--- src/rtl/gate_vector_seq_pkg.sv ---
// gate_vector_seq_pkg: shared state encoding, parameter defaults and io_out bit map
// for the gate vector sequencer.
`default_nettype none

package gate_vector_seq_pkg;

  localparam int DEB_CYCLES_DEF = 4;
  localparam int AUTO_DIV_DEF   = 8;

  localparam logic [1:0] ST_IDLE   = 2'd0;
  localparam logic [1:0] ST_MANUAL = 2'd1;
  localparam logic [1:0] ST_AUTO   = 2'd2;
  localparam logic [1:0] ST_DONE   = 2'd3;

  localparam int OUT_VEC_LSB = 0;
  localparam int OUT_VEC_MSB = 2;
  localparam int OUT_AND     = 3;
  localparam int OUT_OR      = 4;
  localparam int OUT_XOR     = 5;
  localparam int OUT_DONE    = 6;
  localparam int OUT_BUSY    = 7;

  // Returns {a^b^c, a|c, b&c} for vector {c,b,a}, matching io_out[5:3].
  function automatic logic [2:0] gate_bits(input logic [2:0] v);
    return {^v, v[0] | v[2], v[1] & v[2]};
  endfunction

endpackage

`default_nettype wire

--- src/rtl/gate_seq_debounce.sv ---
// gate_seq_debounce: 2-flop synchronizer, counting debouncer and rising-edge pulse
// for an asynchronous, bouncy, active-high button.
`default_nettype none

module gate_seq_debounce
  import gate_vector_seq_pkg::*;
#(
  parameter int DEB_CYCLES = DEB_CYCLES_DEF
) (
  input  logic clk,
  input  logic rst_n,
  input  logic async_in,
  output logic pulse
);

  localparam int CW = (DEB_CYCLES > 1) ? $clog2(DEB_CYCLES) : 1;

  logic          sync1;
  logic          sync2;
  logic          warm1;
  logic          warm2;
  logic          stable;
  logic          armed;
  logic [CW-1:0] cnt;

  always_ff @(posedge clk) begin
    if (!rst_n) begin
      sync1  <= 1'b0;
      sync2  <= 1'b0;
      warm1  <= 1'b0;
      warm2  <= 1'b0;
      stable <= 1'b0;
      armed  <= 1'b0;
      cnt    <= '0;
      pulse  <= 1'b0;
    end else begin
      sync1 <= async_in;
      sync2 <= sync1;
      warm1 <= 1'b1;
      warm2 <= warm1;
      pulse <= 1'b0;
      // Only arm once a genuine low has flushed through the synchronizer, so a
      // button held across reset release cannot fire.
      if (warm2 && !sync2 && !stable)
        armed <= 1'b1;
      if (sync2 == stable) begin
        cnt <= '0;
      end else if (cnt == CW'(DEB_CYCLES - 1)) begin
        cnt    <= '0;
        stable <= sync2;
        pulse  <= sync2 & armed;
      end else begin
        cnt <= cnt + CW'(1);
      end
    end
  end

endmodule

`default_nettype wire

--- src/rtl/gate_vector_seq.sv ---
// gate_vector_seq: steps a 3-bit vector manually or automatically and drives
// registered AND/OR/XOR results of it, plus done and busy flags.
`default_nettype none

module gate_vector_seq
  import gate_vector_seq_pkg::*;
#(
  parameter int DEB_CYCLES = DEB_CYCLES_DEF,
  parameter int AUTO_DIV   = AUTO_DIV_DEF
) (
  input  logic [7:0] io_in,
  output logic [7:0] io_out
);

  localparam int PW = (AUTO_DIV > 1) ? $clog2(AUTO_DIV) : 1;

  logic clk;
  logic rst_n;
  logic unused_inputs;

  assign clk           = io_in[0];
  assign rst_n         = io_in[1];
  assign unused_inputs = ^io_in[7:4];

  logic          step;
  logic          auto_s1;
  logic          auto_s2;
  logic [1:0]    state;
  logic [1:0]    state_nx;
  logic [2:0]    vec;
  logic [2:0]    vec_nx;
  logic [2:0]    gates;
  logic          done;
  logic          done_nx;
  logic          busy;
  logic [PW-1:0] presc;
  logic [PW-1:0] presc_nx;
  logic          adv;

  gate_seq_debounce #(
    .DEB_CYCLES(DEB_CYCLES)
  ) u_step_deb (
    .clk     (clk),
    .rst_n   (rst_n),
    .async_in(io_in[2]),
    .pulse   (step)
  );

  always_comb begin
    adv      = 1'b0;
    state_nx = state;
    presc_nx = presc;
    done_nx  = done;
    vec_nx   = vec;
    case (state)
      ST_IDLE: begin
        if (auto_s2) begin
          state_nx = ST_AUTO;
          presc_nx = '0;
        end else if (step) begin
          state_nx = ST_MANUAL;
          adv      = 1'b1;
        end
      end
      ST_MANUAL: begin
        if (auto_s2) begin
          state_nx = ST_AUTO;
          presc_nx = '0;
        end else if (step) begin
          adv = 1'b1;
        end
      end
      ST_AUTO: begin
        // Leaving auto mode takes priority over a coincident terminal count.
        if (!auto_s2) begin
          state_nx = ST_MANUAL;
        end else if (presc == PW'(AUTO_DIV - 1)) begin
          presc_nx = '0;
          adv      = 1'b1;
        end else begin
          presc_nx = presc + PW'(1);
        end
      end
      ST_DONE: begin
        if (step) begin
          done_nx  = 1'b0;
          state_nx = ST_IDLE;
        end
      end
      default: state_nx = ST_IDLE;
    endcase

    if (adv) begin
      if (vec == 3'b111) begin
        vec_nx   = 3'b000;
        done_nx  = 1'b1;
        state_nx = ST_DONE;
      end else begin
        vec_nx = vec + 3'd1;
      end
    end
  end

  always_ff @(posedge clk) begin
    if (!rst_n) begin
      auto_s1 <= 1'b0;
      auto_s2 <= 1'b0;
      state   <= ST_IDLE;
      vec     <= 3'b000;
      gates   <= 3'b000;
      done    <= 1'b0;
      busy    <= 1'b0;
      presc   <= '0;
    end else begin
      auto_s1 <= io_in[3];
      auto_s2 <= auto_s1;
      state   <= state_nx;
      vec     <= vec_nx;
      gates   <= gate_bits(vec_nx);
      done    <= done_nx;
      busy    <= (state_nx == ST_MANUAL) || (state_nx == ST_AUTO);
      presc   <= presc_nx;
    end
  end

  always_comb begin
    io_out                          = '0;
    io_out[OUT_VEC_MSB:OUT_VEC_LSB] = vec;
    io_out[OUT_AND]                 = gates[0];
    io_out[OUT_OR]                  = gates[1];
    io_out[OUT_XOR]                 = gates[2];
    io_out[OUT_DONE]                = done;
    io_out[OUT_BUSY]                = busy;
  end

endmodule

`default_nettype wire

--- config.mk ---
export PLATFORM = sky130hd
export DESIGN_NAME = gate_vector_seq
export DESIGN_NICKNAME = d
export VERILOG_FILES = /design/src/rtl/gate_vector_seq_pkg.sv /design/src/rtl/gate_seq_debounce.sv /design/src/rtl/gate_vector_seq.sv
export SDC_FILE = /design/constraint.sdc
export NUM_CORES = 1
export LEC_CHECK = 0
export BUFFER_PORTS_ARGS = -buffer_cell sky130_fd_sc_hd__buf_2
export CAP_MARGIN = 20
export CORE_MARGIN = 2
export CORE_UTILIZATION = 57
export CTS_BUF_LIST = sky130_fd_sc_hd__clkbuf_2
export DETAILED_ROUTE_END_ITERATION = 7
export GPL_TIMING_DRIVEN = 0
export PLACE_DENSITY = 0.88
export SLEW_MARGIN = 20
export SYNTH_ARGS = -nofsm -noshare
export SYNTH_HDL_FRONTEND = slang
export SYNTH_SLANG_ARGS = --single-unit
--- constraint.sdc ---
create_clock -name io_in -period 1.9 [get_ports io_in]
set_input_delay 0.38 -clock io_in [delete_from_list [all_inputs] [get_ports io_in]]
set_output_delay 0.38 -clock io_in [all_outputs]
set_load 0.005 [all_outputs]
==> Word-level counts from Yosys, hierarchy flattened <==
Index checks and enable logic that the tools add are counted.
{ "classes": {"n_addsub": 3, "eq_ne": 11, "n_mux": 24, "bitwise_logic": 6, "reduce_logical": 13} }
{ "op_table": {"columns": ["cell", "count"], "rows": [
  ["3-bit 2-to-1 mux", 5],
  ["2-bit 2-to-1 mux", 7],
  ["1-bit 2-to-1 mux", 9],
  ["2-bit equality test (second input constant)", 4],
  ["2-bit one-hot mux with 4 select lines", 1],
  ["3-bit by 1-bit adder with 3-bit output (second input constant)", 2],
  ["3-bit equality test (second input constant)", 2],
  ["3-bit one-hot mux with 2 select lines", 1],
  ["3-bit OR reduction", 2],
  ["2-bit by 1-bit equality test with 1-bit output (second input constant)", 2],
  ["1-bit NOT", 3],
  ["3-bit AND reduction", 1],
  ["3-bit parity", 1],
  ["2-bit by 1-bit adder with 2-bit output (second input constant)", 1],
  ["1-bit bitwise AND", 2],
  ["1-bit logical AND", 2],
  ["1-bit logical NOT", 2],
  ["2-bit logical NOT", 1],
  ["2-bit by 1-bit inequality test with 1-bit output (second input constant)", 1],
  ["2-bit inequality test (second input constant)", 1],
  ["1-bit one-hot mux with 2 select lines", 1],
  ["2-bit AND reduction", 1],
  ["2-bit nonzero test", 1],
  ["2-bit OR reduction", 1],
  ["3 further kinds", 3]
]} }
{ "word_totals": {"reg_bits": 24, "in_bits": 8, "out_inout_bits": 8, "wordCells": 73} }

==> Longest topological paths before layout <==
{ "depth": {"depth_word": 7, "depth_mapped": 6, "depth_no_buf": 5} }

==> Cells and area by module <==
Synthesis repeated with hierarchy kept, for this count alone.
{ "hier_totals": {"hier_cells": 106, "hier_area_um2": 1064.8} }
{ "modules_own_cells": {"columns": ["mod", "instances", "cells_each", "area_each_um2", "seq_area_each_um2"], "rows": [
  ["gate_vector_seq", 1, 83, 785.8, 300.3],
  ["gate_seq_debounce", 1, 23, 279.0, 180.2]
]} }

==> Least setup slack after synthesis <==
OpenSTA, ideal clock, no wires.
{ "synth_timing": {"kind": "register to register", "from": "reg presc[0]", "to": "reg gates[0]", "setup_ns": 0.132, "arrival_time_ns": 1.296, "required_time_ns": 1.768, "path_slack_ns": 0.472, "path_stages_with_launch": 7, "path_buffers": 1, "synth_period_minus_slack_ns": 1.428, "path_cell_list": "dfxtp_1 ha_1 ha_1 and4b_1 clkbuf_1 o211ai_1 a21oi_1"} }
{ "synth_via": {"elab_chain_len": 6} }
{ "synth_rtl": {"columns": ["item", "line_no", "source"], "rows": [
  ["from (decl)", "gate_vector_seq.sv:36", "logic [PW-1:0] presc;"],
  ["from (signal assigned)", "gate_vector_seq.sv:122", "presc <= presc_nx;"],
  ["3-bit equality test", "gate_vector_seq.sv:77", "end else if (presc == PW'(AUTO_DIV - 1)) begin"],
  ["1-bit 2-to-1 mux", "gate_vector_seq.sv:77", null],
  ["1-bit 2-to-1 mux", "gate_vector_seq.sv:75", "if (!auto_s2) begin"],
  ["1-bit one-hot mux with 2 select lines", "gate_vector_seq.sv:55", "case (state)"],
  ["3-bit 2-to-1 mux", "gate_vector_seq.sv:93", "if (adv) begin"],
  ["1-bit bitwise AND", "gate_vector_seq_pkg.sv:25", "return {^v, v[0] | v[2], v[1] & v[2]};"],
  ["to (signal assigned)", "gate_vector_seq.sv:119", "gates <= gate_bits(vec_nx);"],
  ["to (decl)", "gate_vector_seq.sv:32", "logic [2:0] gates;"]
]} }
No other way between the ends.
A chain may end at the register's enable or synchronous reset.

==> Final worst setup path <==
Ends and elaborated chain as after synthesis.

==> results.cfg <==
[critical_path]
end_kind = flip-flop
ff2ff_setup_slack_ns = 0.29
cpPeakStageDelay_ns = 0.38
critical_path.max_fanout = 7
reg2regPathDepth = 6
critPathKind = flip-flop to flip-flop
rr_endpoint = gates[0]
worst_path_most_repeated_cell = ha_1
crit_chain = ha_1, ha_1, and4b_1, clkbuf_1, o211ai_1, a21oi_1
required_ns = 2.14
critPathSlowestCell = dfxtp_1
crit_path_start_kind = flip-flop
arrival_ns = 1.85
r2r_start = presc[0]

[timing]
drv_slew = 0
timing.final.ws_setup_ns = 0.286
tns_ns = 0
setup_viol_count_final = 0
rsz0062_at_grt = false
skew_ns = 0.00220
fin_crit_sh_pct = 84.9
max-slew-margin-rel_pct = 69.0
finalHoldViolations = 3
holdWs_ns = -0.229
tightest_slew_ns = 0.465
min_period_ns = 1.61
maxClockFrequency_mhz = 620

[logic_synthesis]
synth_nets = 125
async_flop_share_pct = 0
syn_area_um2 = 1060
synth_warnings = 0
synthCells = 112
synth_seq_cells = 24
synth-edff-count = 0
syn_area_per_cell_um2 = 9.46
ys_seq_area_share_pct = 45.3
ys_types = 37
synth-main-ff-cell = dfxtp_1

[grt]
use_met2_pct = 30.4
grt_overflow = 0
grt_use_met1_pct = 16.5
grt_pass1_vias = 1064
grt_use_total_pct = 24.0
grt_max_degree = 15
top_usage_layer = met2
grt_pass1_wl_mm = 3.42
use_met3_pct = 29.2
antenna_found_initial = 0

[cells_and_area]
num_antenna_cells = 0
drive_gt1_share_pct = 24.1
syn_to_final_growth_pct = 18.4
layout_common_cells = 24 x dfxtp_1, 15 x clkbuf_2, 12 x buf_2
fin_nets = 152
final_common_cell = dfxtp_1
multiInputGateArea_um2 = 518
fill_cells = 134
seqCellArea_um2 = 480

[clocking]
cts_tree = built
post-cts-setup-buffer-count = 0
insertion_delay_ns = 0.33
ctsHoldBuffers = 0
cts.clk_slew.worst_paths_ns = 0.22
cts_resized = 0

[floorplanning]
num_io_pins = 16
core-area_um2 = 1750
die_area_um2 = 2220
die_x_um = 47.1
die_y_um = 47.1
row_count = 15
start_util_pct = 60.7

[placement]
io_buffers = 8
gp_congestion = 0.878
dp_hpwl_mm = 1.35
pre_cts_slack_ns = 0.360

[pwr]
p_clk_share_pct = 65.0
leakage_nw = 0.594
pwr-share-seq_pct = 35.0
p_per_area_nw_per_um2 = 1280
p_total_w = 0.00161
switchingPower_w = 0.000541
ir_worst_vdd_mv = 1.00
p_int_w = 0.00107
switching_share_pct = 33.6
pwr-share-comb_pct = 0

[run_status]
outcome = finished, violations left
violations = negative hold slack

[hold_path]
hold_class = clock port to flip-flop
min_from = io_in[2]
hold_depth = 1
hold_end = u_step_deb.sync1

[routing]
dr_total_vias = 912
wl_per_cell_um = 12.2
antenna_left = 0
first_pass_iters = 4
routed_wl_mm = 2.02
drt_iter0_drc = 12
routed_via_density = 5.49
drcViolationCount = 0

[run]
drv_cap = 0
## state kept, by name (all words and copies together) (netlist names), 2 cells and up
| name | count |
|---|---|
| state | 2 |
| vec | 3 |
| presc | 3 |
| gates | 3 |
| u_step_deb.cnt | 2 |
## area by class of cell
class	count	area share, %
clock inverters	7	4.19
multi-input cells	76	41.3
repair buffers	8	3.19
flip-flops and latches	24	38.3
inverters	1	0.299
clock buffers	15	5.98
plain buffers	10	4.29
well taps	25	2.49
## worst max-delay path by stage
stage                  start  endpoint  cells after the start
finish              presc[0]  gates[0]                      6
global route        presc[0]  gates[0]                      6
CTS                 presc[0]  gates[0]                      6
detailed placement  presc[0]  gates[0]                      6
global placement    presc[0]  gates[0]                      6
floorplan           io_in[1]  presc[0]                      3
## routing by layer
| layer | routed length, um | up-vias |
|---|---|---|
| li1 | - | 457 |
| met1 | 810 | 414 |
| met2 | 978 | 34 |
| met3 | 195 | 7 |
| met4 | 38 | 0 |
| met5 | 0 | - |
## per-stage QoR
step	util (%)	area [um2]	std cells	hold WS (ns)
CTS	71.9	1250	166	-0.232
finish	71.9	1250	166	-0.229
global route	71.9	1250	166	-0.254
floorplan	-	1060	112	0.0277
detailed placement	64.8	1130	145	0.0277
global placement	64.8	1130	145	0.0277
## power groups by stage
stage	Combinational, W	Sequential (W)	Clock, W
3_3_place_gp	0.000000000220	0.000579	0.000330
6_report	0.000000000220	0.000564	0.00105
4_1_cts	0.000000000220	0.000564	0.00109
5_1_grt	0.000000000220	0.000565	0.00120
2_1_floorplan	0.000000000175	0.000579	0.000330
3_5_place_dp	0.000000000220	0.000579	0.000330
## Yosys cell counts (3+ instances only)
cell type	count	area, um2
dfxtp_1	24	480
nor2_1	11	41.3
a21oi_1	8	40.0
and2_1	5	31.3
ha_1	5	62.6
nand3_1	5	25.0
buf_2	4	20.0
o21ai_1	4	20.0
a22oi_1	3	22.5
buf_4	3	22.5
clkbuf_1	3	11.3
nand2_1	3	11.3
nand2b_1	3	18.8
xnor2_1	3	26.3
## critical path: cells and delay by family, from the launching register on
kind | cells | cell delay (ns)
compound gates | 2 | 0.32
fa+ha+maj | 2 | 0.45
buf+inv | 1 | 0.16
flops | 1 | 0.38
simple gates | 1 | 0.22
## cell families after synthesis
group                    Yosys count  share of synthesized area, %
AND/OR/NAND/NOR                   39                          21.1
AO/OA/AOI/OAI                     26                          16.8
buffers and inverters             12                          5.79
XOR/XNOR                           5                          4.13
flip-flops                        24                          45.3
adder cells (fa/ha/maj)            5                          5.90
multiplexers                       1                         0.945
Note: power is estimated with default switching activity, not from simulation.
